$ cat src/rtl/pzbcm_sram_pkg.sv
// pzbcm_sram_pkg: width and depth helpers shared by the banked SRAM blocks
package pzbcm_sram_pkg;
  function automatic int calc_pointer_width(int words);
    return (words >= 2) ? $clog2(words) : 1;
  endfunction
  function automatic int calc_bank_width(int banks);
    return (banks >= 2) ? $clog2(banks) : 1;
  endfunction
  function automatic int calc_ram_pointer_width(int words, int banks);
    return calc_pointer_width(words / banks);
  endfunction
  function automatic int calc_reader_depth(int read_latency);
    return read_latency + 2;
  endfunction
endpackage

$ cat src/rtl/pzbcm_fifo.sv
// pzbcm_fifo: circular-buffer fifo whose output word comes straight from storage flops
module pzbcm_fifo #(
  parameter int DEPTH = 4,
  parameter int WIDTH = 32
) (
  input  logic             clk,
  input  logic             rst,
  input  logic             push,
  input  logic [WIDTH-1:0] push_data,
  input  logic             pop,
  output logic             valid,
  output logic [WIDTH-1:0] data
);
  localparam int AW = (DEPTH >= 2) ? $clog2(DEPTH) : 1;
  localparam int CW = $clog2(DEPTH + 1);
  logic [WIDTH-1:0] mem [DEPTH];
  logic [AW-1:0]    wp;
  logic [AW-1:0]    rp;
  logic [CW-1:0]    n;
  logic             full;
  function automatic logic [AW-1:0] inc(logic [AW-1:0] p);
    return (p == AW'(DEPTH - 1)) ? '0 : p + 1'b1;
  endfunction
  assign valid = n != '0;
  assign full  = n == CW'(DEPTH);
  assign data  = mem[rp];
  always_ff @(posedge clk) begin
    if (rst) begin
      wp <= '0;
      rp <= '0;
      n  <= '0;
    end else begin
      if (push) wp <= inc(wp);
      if (pop) rp <= inc(rp);
      n <= n + CW'(push) - CW'(pop);
    end
  end
  always_ff @(posedge clk) begin
    if (push) mem[wp] <= push_data;
  end
  always_ff @(posedge clk) begin
    if (!rst) assert (!(push && full && !pop));
  end
endmodule

$ cat src/rtl/pzbcm_sram_reader.sv
// pzbcm_sram_reader: in-order read initiator for a banked SRAM with credit-guarded response buffer
module pzbcm_sram_reader
  import pzbcm_sram_pkg::*;
#(
  parameter int WORDS        = 64,
  parameter int DATA_WIDTH   = 32,
  parameter int BANKS        = 1,
  parameter int BANK_LSB     = 0,
  parameter int READ_LATENCY = 1,
  localparam int POINTER_WIDTH     = calc_pointer_width(WORDS),
  localparam int RAM_POINTER_WIDTH = calc_ram_pointer_width(WORDS, BANKS)
) (
  input  logic                         i_clk,
  input  logic                         i_rst,
  input  logic                         i_request_valid,
  output logic                         o_request_ready,
  input  logic [POINTER_WIDTH-1:0]     i_request_address,
  output logic [BANKS-1:0]             o_sram_read_valid,
  output logic [RAM_POINTER_WIDTH-1:0] o_sram_read_address,
  input  logic [BANKS*DATA_WIDTH-1:0]  i_sram_read_data,
  output logic                         o_response_valid,
  input  logic                         i_response_ready,
  output logic [DATA_WIDTH-1:0]        o_response_data,
  output logic                         o_busy
);
  localparam int BW    = calc_bank_width(BANKS);
  localparam int DEPTH = calc_reader_depth(READ_LATENCY);
  localparam int CW    = $clog2(DEPTH + 1);
  logic [BW-1:0]                bank;
  logic [RAM_POINTER_WIDTH-1:0] ram_address;
  logic                         accept;
  logic                         pop;
  logic [CW-1:0]                count;
  logic [READ_LATENCY-1:0]      pipe_valid;
  logic [BW-1:0]                pipe_bank [READ_LATENCY];
  generate
    if (BANKS == 1) begin : g_single
      assign bank        = '0;
      assign ram_address = i_request_address;
    end else if (BANK_LSB != 0) begin : g_lsb
      assign bank        = i_request_address[BW-1:0];
      assign ram_address = i_request_address[POINTER_WIDTH-1:BW];
    end else begin : g_msb
      assign bank        = i_request_address[POINTER_WIDTH-1:RAM_POINTER_WIDTH];
      assign ram_address = i_request_address[RAM_POINTER_WIDTH-1:0];
    end
  endgenerate
  assign accept              = i_request_valid && o_request_ready;
  assign o_sram_read_valid   = accept ? BANKS'(1) << bank : '0;
  assign o_sram_read_address = ram_address;
  assign o_request_ready     = count < CW'(DEPTH);
  assign o_busy              = count != '0;
  assign pop                 = o_response_valid && i_response_ready;
  always_ff @(posedge i_clk) begin
    if (i_rst) begin
      count      <= '0;
      pipe_valid <= '0;
    end else begin
      count         <= count + CW'(accept) - CW'(pop);
      pipe_valid[0] <= accept;
      for (int i = 1; i < READ_LATENCY; i++) pipe_valid[i] <= pipe_valid[i-1];
    end
  end
  always_ff @(posedge i_clk) begin
    pipe_bank[0] <= bank;
    for (int i = 1; i < READ_LATENCY; i++) pipe_bank[i] <= pipe_bank[i-1];
  end
  pzbcm_fifo #(
    .DEPTH (DEPTH),
    .WIDTH (DATA_WIDTH)
  ) u_response_buffer (
    .clk       (i_clk),
    .rst       (i_rst),
    .push      (pipe_valid[READ_LATENCY-1]),
    .push_data (i_sram_read_data[pipe_bank[READ_LATENCY-1]*DATA_WIDTH +: DATA_WIDTH]),
    .pop       (pop),
    .valid     (o_response_valid),
    .data      (o_response_data)
  );
endmodule

$ cat config.mk
export PLATFORM = sky130hd
export DESIGN_NAME = pzbcm_sram_reader
export DESIGN_NICKNAME = d
export VERILOG_FILES = /design/src/rtl/pzbcm_sram_pkg.sv /design/src/rtl/pzbcm_fifo.sv /design/src/rtl/pzbcm_sram_reader.sv
export SDC_FILE = /design/constraint.sdc
export NUM_CORES = 1
export LEC_CHECK = 0
export BUFFER_PORTS_ARGS = -buffer_cell sky130_fd_sc_hd__buf_2
export CAP_MARGIN = 40
export CORE_UTILIZATION = 41
export DETAILED_ROUTE_END_ITERATION = 6
export MAX_ROUTING_LAYER = met4
export PLACE_DENSITY_LB_ADDON = 0.25
export SYNTH_ARGS = -nofsm -noshare
export SYNTH_HDL_FRONTEND = slang
export SYNTH_SLANG_ARGS = --single-unit
$ cat constraint.sdc
create_clock -name i_clk -period 6.4 [get_ports i_clk]
set_input_delay 1.28 -clock i_clk [delete_from_list [all_inputs] [get_ports i_clk]]
set_output_delay 1.28 -clock i_clk [all_outputs]
set_load 0.01 [all_outputs]
==> flow_metrics.env <==
export IMPL_setup_viol=0
export IMPL_avgSynthCellArea_um2=15.48
export IMPL_ys_seq_elements=107
export IMPL_rows=35
export IMPL_grt_overflow=0
export IMPL_postCtsSetupBuffers=0
export IMPL_first_iter_violations=66
export IMPL_avgViaCountPerCell=4.713
export IMPL_p_comb_share_pct=7.8
export IMPL_grt_usage_pct=13.79
export IMPL_cp_arrival_ns=1.73
export IMPL_final_min_clock_period_ns=3.012
export IMPL_fp_dieH_um=101.5
export IMPL_fin_nets=376
export IMPL_wl_um=6550
export IMPL_maxSlewHeadroom_pct=60.95
export IMPL_power_frac_seq_pct=61.7
export IMPL_critPathMaxStageDelay_ns=0.66
export IMPL_clk_latency_ns=0.35
export IMPL_hpwl_um=4151
export IMPL_critPathRequiredTime_ns=5.12
export IMPL_cts_sinks=107
export IMPL_grt_pass1_vias=2027
export IMPL_final_util_pct=50.80
export IMPL_area_growth_pct=17.96
export IMPL_start_kind="flop"
export IMPL_top_layer_used="met4"
export IMPL_period_share_pct=47.06
export IMPL_dieArea_um2=10290
export IMPL_vias=2201
export IMPL_ctsResizeCount=0
export IMPL_status="complete, no violations"
export IMPL_switching_share_pct=21.55
export IMPL_hp_class="flop to flop"
export IMPL_clockPowerShare_pct=30.5
export IMPL_p_sw_uw=277.7
export IMPL_cp_endpoint="o_response_data[29]"
export IMPL_ys_types=24
export IMPL_max_slew_worst_pin_slew_ns=0.5858
export IMPL_die_w_um=101.5
export IMPL_cts_buffers=9
export IMPL_yosysSeqAreaShare_pct=76.52
export IMPL_numPortBuffers=71
export IMPL_wl_per_cell_um=14.03
export IMPL_syn_nets=306
export IMPL_initial_core_util_pct=43.07
export IMPL_drive_gt1_share_pct=29.08
export IMPL_finalMaxSlewViolations=0
export IMPL_reg2reg_from="pipe_valid$_SDFF_PP0_"
export IMPL_ant_nets=0
export IMPL_routed_wl_met3_um=343
export IMPL_path_class="flop to output port"
export IMPL_maxCapViolCount=0
export IMPL_p_leak_nw=1.607
export IMPL_antenna_found_initial=0
export IMPL_worst_setup_path_end_kind="output port"
export IMPL_cts_tree="built"
export IMPL_power_density_nw_per_um2=269.4
export IMPL_num_io_pins=84
export IMPL_clkTransAtPathRegs_ns=0.09
export IMPL_yosysWarnings=0
export IMPL_drc=0
export IMPL_finalClockSkew_ns=0.01553
export IMPL_irDropWorstVdd_mv=0.1341
export IMPL_wl_met1_um=3026
export IMPL_p_int_mw=1.011
export IMPL_core_area_um2=9415
export IMPL_grt_pass1_wl_um=9970
export IMPL_r2r_cells=2
export IMPL_dr_pass1_iters=4
export IMPL_clock_path_buffers=2
export IMPL_cp_depth=4
export IMPL_fmax_ghz=0.3320
export IMPL_grt_max_degree=35
export IMPL_nFillCells=813
export IMPL_globalplace_congestion=0.6848
export IMPL_whs_ns=0.5019
export IMPL_crit_chain="buf_12 > mux2i_1 > o21ai_1 > buf_2"
export IMPL_wl_met2_um=3104
export IMPL_r2r_setup_slack_ns=4.69
export IMPL_hold_viol=0
export IMPL_syn_inst=262
export IMPL_path_delay_family="flip-flops"
export IMPL_reg2reg_to="u_response_buffer.mem[0][2]$_DFFE_PP_"
export IMPL_cp_slowest_cell="dfxtp_2"
export IMPL_cts_htree_levels=3
export IMPL_rsz0062_at_grt="false"
export IMPL_cts_hold_buf=0
export IMPL_path_buf_inv=2
export IMPL_synthesis_area_um2=4055
export IMPL_worst_path_max_fanout=19
export IMPL_finalSetupTns_ns=0
export IMPL_root_buffer="clkbuf_8"
-- synthesized netlist by cell type (all sizes together) --
cell type / n / area share, %
nand3b: 1 / 0.19
or3: 3 / 0.46
clkbuf: 7 / 0.65
ha: 2 / 0.62
o21a: 1 / 0.19
mux2i: 33 / 8.1
inv: 2 / 0.19
nor2: 4 / 0.37
buf: 11 / 1.9
edfxtp: 96 / 71
a21oi: 7 / 0.86
xnor2: 1 / 0.22
mux2: 1 / 0.28
and2: 1 / 0.15
or2: 2 / 0.31
o21ai: 35 / 4.4
nand2: 38 / 3.5
nor2b: 4 / 0.62
nor3b: 1 / 0.19
xor2: 1 / 0.22
dfxtp: 11 / 5.4
-- metrics by stage --
stage / setup WS (ns) / instances / cell area, µm² / total power [mW]
finish: 3.388 / 467 / 4783 / 1.289
global route: 3.264 / 466 / 4781 / 1.342
CTS: 3.344 / 466 / 4781 / 1.304
detailed placement: 3.446 / 450 / 4589 / 0.9141
global placement: 3.468 / 445 / 4498 / 0.9084
floorplan: 3.082 / 262 / 4055 / 0.8689
-- state kept, by name, summed over array words and instances (netlist names), named ones only --
name and cells:
count 2, pipe_valid 1, u_response_buffer.mem 96, u_response_buffer.n 2
u_response_buffer.rp 2, u_response_buffer.wp 2
-- layout make-up --
| class | count | area, µm² | share of cell area (%) |
|---|---|---|---|
| diodes | 1 | 2.502 | 0.05231 |
| clock buffers | 10 | 127.6 | 2.668 |
| clock inverters | 6 | 63.81 | 1.334 |
| inverters | 2 | 7.507 | 0.1569 |
| multi-input cells | 135 | 860.8 | 18.00 |
| flip-flops and latches | 107 | 3105 | 64.92 |
| well taps | 129 | 161.4 | 3.374 |
| repair buffers | 77 | 454.2 | 9.495 |
-- cell usage in the layout, fill, tap and decap left out --
cell	count
bufinv_16	1
clkbuf_1	1
clkinvlp_4	1
buf_6	1
nor2b_1	4
nor3b_2	1
and2_1	1
buf_4	1
ha_1	2
inv_1	2
diode_2	1
xor2_1	1
or3_1	3
o21ai_2	1
buf_2	71
a21oi_1	7
nand3b_1	1
or2_1	2
dfxtp_1	9
nor2_4	2
edfxtp_1	96
nand2_1	38
o21ai_0	2
o21ai_1	32
clkinv_2	1
nor2_1	2
o21a_1	1
clkinv_4	1
mux2_2	1
dfxtp_2	2
inv_6	1
buf_12	4
clkbuf_8	9
mux2i_1	33
xnor2_1	1
clkinv_1	1
-- tightest hold or removal path, cell delays in order (launching register included) --
cell	delay, ns
dfxtp_1	0.33
nand2_1	0.07
a21oi_1	0.06
-- power groups by stage --
stage | registers (mW) | clock network (mW) | logic [mW]
after floorplan | 0.808 | 0 | 0.0614
after global placement | 0.815 | 0 | 0.0934
after detailed placement | 0.812 | 0 | 0.102
after CTS | 0.796 | 0.405 | 0.103
after global routing | 0.798 | 0.433 | 0.110
final | 0.795 | 0.393 | 0.100
-- per-layer routing --
layer / up-vias / GRT usage, %
met4: 0 / 6.132
met2: 59 / 21.72
met3: 7 / 3.313
li1: 1101 / -
met5: - / -
met1: 1034 / 16.96
-- worst min path at each step --
| stage | start | to | depth (start not counted) |
|---|---|---|---|
| after floorplan | u_response_buffer.rp[1]$_SDFFE_PP0P_ | flop | 2 |
| after global placement | u_response_buffer.rp[1]$_SDFFE_PP0P_ | flop | 2 |
| after detailed placement | u_response_buffer.rp[1]$_SDFFE_PP0P_ | flop | 2 |
| after CTS | u_response_buffer.rp[1]$_SDFFE_PP0P_ | flop | 2 |
| after global routing | u_response_buffer.rp[0]$_SDFFE_PP0P_ | u_response_buffer.rp[1]$_SDFFE_PP0P_ | 2 |
| final | u_response_buffer.rp[1]$_SDFFE_PP0P_ | flop | 2 |
-- cells by family after synthesis --
kind of cell / count (synthesis) / share of synthesized area, %
flip-flops: 107 / 76.52
buffers and inverters: 20 / 2.746
multiplexers: 34 / 8.423
AO/OA/AOI/OAI: 43 / 5.461
XOR/XNOR: 2 / 0.4320
AND/OR/NAND/NOR: 54 / 5.801
adder cells (fa/ha/maj): 2 / 0.6170
(Power assumes the default switching activity.)
